## src/rtl/set_scan_ctrl_pkg.sv

```systemverilog
// Shared widths, lattice bounds, mode and state encodings for the SET scan controller.
package set_scan_ctrl_pkg;

  localparam int unsigned GRID_MIN   = 1;
  localparam int unsigned GRID_MAX   = 8;
  localparam int unsigned AXIS_W     = 4;
  localparam int unsigned COORD_SZ   = 2 * AXIS_W;
  localparam int unsigned CENTRAL_SZ = 6 * AXIS_W;
  localparam int unsigned RADIUS_SZ  = 3 * AXIS_W;
  localparam int unsigned COVERED_SZ = 3;
  localparam int unsigned MODE_SZ    = 2;
  localparam int unsigned CNT_W      = 7;

  typedef enum logic [MODE_SZ-1:0] {
    MODE_A   = 2'd0,
    MODE_AND = 2'd1,
    MODE_XOR = 2'd2,
    MODE_TWO = 2'd3
  } mode_e;

  typedef enum logic [1:0] {
    ST_IDLE = 2'd0,
    ST_LOAD = 2'd1,
    ST_SCAN = 2'd2,
    ST_DONE = 2'd3
  } state_e;

  // Lattice point as presented to the PE: x in the upper nibble, y in the lower.
  typedef struct packed {
    logic [AXIS_W-1:0] x;
    logic [AXIS_W-1:0] y;
  } coord_t;

endpackage

```

## src/rtl/set_hit_sel.sv

```systemverilog
// Combinational set-operation selector: mode x per-circle coverage -> candidate hit.
module set_hit_sel
  import set_scan_ctrl_pkg::*;
(
  input  logic [MODE_SZ-1:0]    mode_i,
  input  logic [COVERED_SZ-1:0] covered_i,
  output logic                  hit_c_o
);

  logic a;
  logic b;
  logic c;

  assign {a, b, c} = covered_i;

  always_comb begin
    hit_c_o = 1'b0;
    case (mode_e'(mode_i))
      MODE_A:   hit_c_o = a;
      MODE_AND: hit_c_o = a & b;
      MODE_XOR: hit_c_o = a ^ b;
      MODE_TWO: hit_c_o = (a & b & ~c) | (a & ~b & c) | (~a & b & c);
      default:  hit_c_o = 1'b0;
    endcase
  end

endmodule

```

## src/rtl/set_scan_ctrl.sv

```systemverilog
// Sweeps the 8x8 lattice for one SET job, counts points matching the latched
// set operation and reports the count with a one-cycle valid pulse.
module set_scan_ctrl
  import set_scan_ctrl_pkg::*;
(
  input  logic                  clk,
  input  logic                  rst,
  input  logic                  en_i,
  input  logic [MODE_SZ-1:0]    mode_i,
  input  logic [CENTRAL_SZ-1:0] central_i,
  input  logic [RADIUS_SZ-1:0]  radius_i,
  input  logic [COVERED_SZ-1:0] covered_i,
  output logic [COORD_SZ-1:0]   coord_o,
  output logic [CENTRAL_SZ-1:0] cent_buf_o,
  output logic [RADIUS_SZ-1:0]  r_buf_o,
  output logic                  busy_o,
  output logic                  valid_o,
  output logic [CNT_W-1:0]      candidate_o
);

  state_e             state_q;
  logic [MODE_SZ-1:0] mode_q;
  coord_t             coord_q;
  coord_t             coord_d;
  logic [CNT_W-1:0]   cnt_q;
  logic               hit_c;
  logic               last_c;

  set_hit_sel u_hit_sel (
    .mode_i    (mode_q),
    .covered_i (covered_i),
    .hit_c_o   (hit_c)
  );

  assign coord_o = coord_q;
  assign last_c  = (coord_q.x == AXIS_W'(GRID_MAX)) && (coord_q.y == AXIS_W'(GRID_MAX));

  // Raster step: x advances first, wrapping into the next row.
  always_comb begin
    coord_d = coord_q;
    if (coord_q.x == AXIS_W'(GRID_MAX)) begin
      coord_d.x = AXIS_W'(GRID_MIN);
      coord_d.y = coord_q.y + AXIS_W'(1);
    end else begin
      coord_d.x = coord_q.x + AXIS_W'(1);
    end
  end

  always_ff @(posedge clk) begin
    if (rst) begin
      state_q     <= ST_IDLE;
      mode_q      <= '0;
      coord_q     <= '0;
      cnt_q       <= '0;
      cent_buf_o  <= '0;
      r_buf_o     <= '0;
      busy_o      <= 1'b0;
      valid_o     <= 1'b0;
      candidate_o <= '0;
    end else begin
      valid_o <= 1'b0;
      case (state_q)
        ST_IDLE: begin
          if (en_i) begin
            mode_q      <= mode_i;
            cent_buf_o  <= central_i;
            r_buf_o     <= radius_i;
            cnt_q       <= '0;
            candidate_o <= '0;
            busy_o      <= 1'b1;
            state_q     <= ST_LOAD;
          end
        end
        ST_LOAD: begin
          coord_q <= '{x: AXIS_W'(GRID_MIN), y: AXIS_W'(GRID_MIN)};
          state_q <= ST_SCAN;
        end
        // covered_i belongs to the current coord_q; the final point leaves coord_q in place.
        ST_SCAN: begin
          if (hit_c) begin
            cnt_q <= cnt_q + CNT_W'(1);
          end
          if (last_c) begin
            state_q <= ST_DONE;
          end else begin
            coord_q <= coord_d;
          end
        end
        ST_DONE: begin
          candidate_o <= cnt_q;
          valid_o     <= 1'b1;
          busy_o      <= 1'b0;
          state_q     <= ST_IDLE;
        end
        default: state_q <= ST_IDLE;
      endcase
    end
  end

endmodule

```

## config.mk

```make
export PLATFORM = sky130hd
export DESIGN_NAME = set_scan_ctrl
export DESIGN_NICKNAME = d
export VERILOG_FILES = /design/src/rtl/set_scan_ctrl_pkg.sv /design/src/rtl/set_hit_sel.sv /design/src/rtl/set_scan_ctrl.sv
export SDC_FILE = /design/constraint.sdc
export NUM_CORES = 1
export LEC_CHECK = 0
export ABC_AREA = 1
export ABC_CLOCK_PERIOD_IN_PS = 3800
export CORE_MARGIN = 4
export CORE_UTILIZATION = 48
export DETAILED_ROUTE_END_ITERATION = 10
export GPL_ROUTABILITY_DRIVEN = 1
export PLACE_DENSITY_LB_ADDON = 0.05
export SLEW_MARGIN = 20
export SYNTH_ARGS = -nofsm -noshare
export SYNTH_HDL_FRONTEND = slang
export SYNTH_SLANG_ARGS = --single-unit
```

## constraint.sdc

```tcl
create_clock -name clk -period 3.8 [get_ports clk]
set_input_delay 0.95 -clock clk [delete_from_list [all_inputs] [get_ports clk]]
set_output_delay 0.95 -clock clk [all_outputs]
set_load 0.05 [all_outputs]
```

==> flow_metrics.tcl <==
set metrics [dict create \
    die_w_um 83.7 \
    fin_crit_sh 0.658 \
    clk_latency_ps 330 \
    critPathMaxFanout 4 \
    maxCapViolations 0 \
    hp-class "reg2reg" \
    final_common_cell "clkdlybuf4s50_1" \
    skew_ps 3.37 \
    layout.nets 522 \
    numPortBuffers 96 \
    drt_iter0_drc 104 \
    grt_overflow 0 \
    post_cts_buffers 0 \
    crit_start "coord_o[7]" \
    relSlewSlack 0.579 \
    clock_sinks 64 \
    cp_cell_sequence "clkdlybuf4s50_1" \
    worstSetupEndpointType "output pin" \
    syn_inst 372 \
    synth_edf_count 0 \
    initial_core_util 0.497 \
    endpoint "coord_o[7]" \
    globalplace.congestion 0.809 \
    p_sw_uw 1250 \
    intPower_uw 1520 \
    fmax_mhz 400 \
    drtAntennaViolNets 0 \
    drive_gt1_frac 0.0468 \
    root_buffer "clkbuf_8" \
    clock_path_buffers 2 \
    antennaDiodeCount 0 \
    area_growth_pct 41.3 \
    final_util 0.702 \
    setup_violations 0 \
    ios 97 \
    timing.rr.start "state_q[0]" \
    ctsResizeCount 0 \
    wl_um 6670 \
    ys_seq_area_frac 0.465 \
    worstMarginPinSlew_ps 630 \
    crit_buf_inv 1 \
    cts_hold_buf 0 \
    worst_ir_drop_vdd_mv 0.398 \
    netSwitchingFraction 0.450 \
    antenna_found_initial 0 \
    cts_max_level 3 \
    dr_total_vias 2642 \
    drc_errors 0 \
    cts_tree "done" \
    grt_first_pass_wirelength_um 11300 \
    synth_fp_nets 428 \
    hold_viol_final 0 \
    slew_violations 0 \
    slowest_stage "clkdlybuf4s50_1" \
    crit_type "reg2out" \
    yosysWarnings 0 \
    clk_pin_slew_worst_paths_ps 60 \
    viasPerCell 4.87 \
    reg2regPathDepth 6 \
    arrival_ps 1550 \
    clkPwrFrac 0.185 \
    power_frac_seq 0.333 \
    final_cell_mix "clkdlybuf4s50_1 (96), nor2_1 (94), dfxtp_1 (64)" \
    async_flop_share 0 \
    syn-cell-area_mm2 0.00275 \
    crit_required_ps 2850 \
    avgSynthCellArea_um2 7.40 \
    ys_types 24 \
    start_kind "register" \
    rows 27 \
    fill_cells 437 \
    grt_pass1_vias 2447 \
    grt_use_total 0.196 \
    rsz0062_at_grt "false" \
    dr.pass1.iters 4 \
    die_area_mm2 0.00701 \
    cpLargestDelayFamily "buffers and inverters" \
    slowest_delay_ps 830 \
    synth_top_flop_cell "dfxtp_1" \
    cp.depth 1 \
    reg2reg_to "busy_o" \
    reg2reg_slack_ps 1700 \
    die_h_um 83.7 \
    place_hpwl_um 4750 \
    grt_max_degree 41 \
    coreArea_mm2 0.00554 \
    power-per-cell-area_mw_per_mm2 711 \
    min_period_ps 2500 \
    cts_buffers 9 \
    synth_seq_cells 64 \
    p_leak_uw 0.00156 \
    post_drt_wl_per_cell_um 12.3 \
    outcome "finished, final reports clean" \
    p_comb_frac 0.482 \
    finalSetupTns_ps 0 \
]
power groups by stage:
stage	combinational [uW]	sequential, uW	clock (uW)
after floorplan	591	1330	0
after global placement	1320	932	0
after detailed placement	1330	936	0
after CTS	1340	922	523
after global routing	1460	942	553
final	1330	922	512
synth_stat cells, types with 2 or more instances:
library cell / count / area share
nor2_1: 94 / 0.13
dfxtp_1: 64 / 0.47
nand2_1: 44 / 0.060
o21ai_0: 44 / 0.080
inv_1: 40 / 0.055
nand3_1: 22 / 0.040
a21oi_1: 15 / 0.027
ha_1: 12 / 0.055
clkbuf_1: 7 / 0.0095
o22ai_1: 5 / 0.011
buf_6: 4 / 0.016
nor3_1: 4 / 0.0073
buf_2: 2 / 0.0036
buf_4: 2 / 0.0055
inv_2: 2 / 0.0027
o211ai_1: 2 / 0.0055
xor2_1: 2 / 0.0064
per-stage QoR:
stage / instances / worst slack [ps] / total power [uW] / cell area (um^2) / hold WS (ps)
3_3_place_gp: 527 / 983 / 2250 / 3720 / 464
4_1_cts: 542 / 1290 / 2780 / 3890 / 488
6_report: 542 / 1300 / 2770 / 3890 / 484
2_1_floorplan: 372 / 1880 / 1920 / 2750 / 444
3_5_place_dp: 527 / 967 / 2270 / 3720 / 474
5_1_grt: 542 / 1050 / 2950 / 3890 / 508
worst min-delay path by stage:
stage,startpoint,endpoint,slack [ps],cells after the start
6_report,mode_q[1],mode_q[1],480,2
5_1_grt,cent_buf_o[0],cent_buf_o[0],510,2
4_1_cts,mode_q[1],mode_q[1],490,2
3_5_place_dp,r_buf_o[4],r_buf_o[4],470,2
3_3_place_gp,cent_buf_o[9],cent_buf_o[9],460,2
2_1_floorplan,mode_q[0],mode_q[0],440,2
state kept, by name (all words and copies together) (netlist names):
name         cells
busy_o           1
mode_q           2
cnt_q            7
valid_o          1
r_buf_o         12
cent_buf_o      24
coord_o          8
candidate_o      7
state_q          2
logic make-up after synthesis:
| kind of cell | count (synthesis) | share of synthesized area |
|---|---|---|
| compound gates | 70 | 0.134 |
| xor+xnor | 3 | 0.00954 |
| fa+ha+maj | 12 | 0.0545 |
| buf+inv | 58 | 0.0972 |
| flops | 64 | 0.465 |
| simple gates | 165 | 0.239 |
routing by layer:
| metal | share of wire | track usage | vias to the layer above |
|---|---|---|---|
| met3 | 0.059 | 0.0375 | 13 |
| met4 | 0.021 | 0.0906 | 0 |
| li1 | - | - | 1362 |
| met5 | 0 | 0 | - |
| met1 | 0.46 | 0.256 | 1173 |
| met2 | 0.46 | 0.312 | 94 |
worst min-delay path, delay by kind of cell, from the launching register on:
family | cells | cell delay, ps
flops | 1 | 320
buf+inv | 1 | 60
compound gates | 1 | 60
area by class of cell:
class,count,area [um^2],share of cell area
tap,72,90.1,0.0232
sequential,64,1280,0.329
multi-input combinational,250,1200,0.310
timing repair buffer,99,983,0.253
inverter,42,158,0.0405
clock inverter,3,17.5,0.00450
clock buffer,12,155,0.0399
No activity file was read; power rests on OpenSTA's default activity.
==> patch, RTL diff (same flow settings) <==
Add an input register stage for `en_i`, `mode_i`, `central_i`, `radius_i` and `covered_i`; this delays them by one clock.
--- a/src/rtl/set_scan_ctrl.sv
+++ b/src/rtl/set_scan_ctrl.sv
@@ -18,6 +18,20 @@
   output logic [CNT_W-1:0]      candidate_o
 );
 
+  logic en_q;
+  logic [MODE_SZ-1:0] mode_r;
+  logic [CENTRAL_SZ-1:0] central_q;
+  logic [RADIUS_SZ-1:0] radius_q;
+  logic [COVERED_SZ-1:0] covered_q;
+
+  always_ff @(posedge clk) begin
+    en_q      <= en_i;
+    mode_r    <= mode_i;
+    central_q <= central_i;
+    radius_q  <= radius_i;
+    covered_q <= covered_i;
+  end
+
   state_e             state_q;
   logic [MODE_SZ-1:0] mode_q;
   coord_t             coord_q;
@@ -28,7 +42,7 @@
 
   set_hit_sel u_hit_sel (
     .mode_i    (mode_q),
-    .covered_i (covered_i),
+    .covered_i (covered_q),
     .hit_c_o   (hit_c)
   );
 
@@ -61,10 +75,10 @@
       valid_o <= 1'b0;
       case (state_q)
         ST_IDLE: begin
-          if (en_i) begin
-            mode_q      <= mode_i;
-            cent_buf_o  <= central_i;
-            r_buf_o     <= radius_i;
+          if (en_q) begin
+            mode_q      <= mode_r;
+            cent_buf_o  <= central_q;
+            r_buf_o     <= radius_q;
             cnt_q       <= '0;
             candidate_o <= '0;
             busy_o      <= 1'b1;
Formal check against the unedited RTL: not equivalent (a bounded check fails within 4 cycles, from zero or initial values and one cycle with rst high).
==> patch against the original RTL <==
  * Routed wire length increased by 15%
  * Worst setup slack got worse by 0.060 ns
  * Power rose by 28%
  * Final area is 26% higher
  * Sequential cell count rose by 42
  * Synthesized area up 34%
  * Combinational power is 9.8% higher
  * Critical endpoint is now coord_o[2]
  * Highest routed layer unchanged
==> patch: results (changes against the original RTL) <==
[power_and_ir_drop]
vdd_drop_max_mv = 0.4248  ; was 0.3976 mV
p_leak_nw = 2.030  ; was 1.562 nW
switchingPower_mw = 1.505  ; was 1.246 mW

[run_status]
status = finished clean  ; unchanged

[placement]
dp_cells = 616  ; was 527
dp.final_hpwl_um = 5332  ; was 4751 um
gp_congestion = 0.8160  ; was 0.8094

[setup_path]
reg2reg_slack_ns = 1.75  ; was 1.70 ns
path_max_fanout = 5  ; was 4

[detailed_routing]
drtIter0Drc = 80  ; was 104
detail_route.vias_per_cell = 4.699  ; was 4.875
via_count = 2970  ; was 2,642
wl_um = 7655  ; was 6669 um

[global_routing]
first_global_vias = 2763  ; was 2,447
grt_pass1_wl_um = 12470  ; was 11,270 um

[timing]
hold_ws_ns = 0.4736  ; was 0.4836 ns
max-slew-margin-rel_pct = 57.27  ; was 57.88%

[yosys]
synth_cell_types = 25  ; was 24
synth_fp_nets = 491  ; was 428
ys_top_cells_by_area = dfxtp_1 57%, nor2_1 9.9%, nand2_1 5.5%  ; was dfxtp_1 47%, nor2_1 13%, o21ai_0 8.0%
synthCells = 435  ; was 372

[final_layout]
drive_gt1_share_pct = 4.878  ; was 4.681%
fill_cells = 639  ; was 437
multi_input_area_mm2 = 0.001300  ; was 0.001205 mm2
fin_nets = 584  ; was 522

[clocking]
clock_latency_ns = 0.36  ; was 0.33 ns
cts.reportedPaths.clkPinSlew_ns = 0.10  ; was 0.06 ns

-- patch: kinds of logic (layout without fill, tap and decap cells) --
family / after synthesis / in the layout / share of synthesized area [%]
compound gates: 67 / 67 / 9.669
xor+xnor: 3 / 3 / 0.7101
fa+ha+maj: 12 / 12 / 4.057
buf+inv: 64 / 162 / 7.539
flops: 106 / 106 / 57.34
simple gates: 183 / 183 / 20.69
-- patch: final cells by class --
cell class / instances / share of cell area, %
clock buffer: 10 / 2.613
clock inverter: 6 / 1.179
timing repair buffer: 97 / 19.83
multi-input combinational: 265 / 26.62
tap: 99 / 2.537
inverter: 49 / 3.766
sequential: 106 / 43.45
-- patch: worst max path at each step --
stage	from	to	cells after the start	slack [ns]
6_report	coord_o[2]	coord_o[2]	1	1.24
5_1_grt	coord_o[2]	coord_o[2]	1	1.14
3_3_place_gp	rst	busy_o	5	1.20
2_1_floorplan	coord_o[0]	coord_o[7]	9	2.12
4_1_cts	coord_o[2]	coord_o[2]	1	1.20
3_5_place_dp	rst	mode_q[1]	5	1.17
-- patch: layer usage --
layer	vias to the layer above	share of wire (%)	GRT usage, %
li1	1554	-	-
met1	1335	45	20.89
met2	77	48	29.18
met3	4	6.7	6.880
met4	0	0.60	4.739
met5	-	0	0
-- patch: power by group through the flow --
stage,logic (mW),registers (mW),clock network (mW)
floorplan,0.607,1.90,0
global placement,1.44,1.46,0
detailed placement,1.46,1.46,0
CTS,1.47,1.44,0.673
global route,1.59,1.46,0.719
finish,1.46,1.44,0.647
-- patch: worst register-to-register path, cell delays in order, from the launching register on --
cell	delay (ns)
dfxtp_1	0.34
inv_1	0.11
ha_1	0.35
nand2_4	0.32
inv_2	0.60
o21ai_0	0.15
a21oi_1	0.13
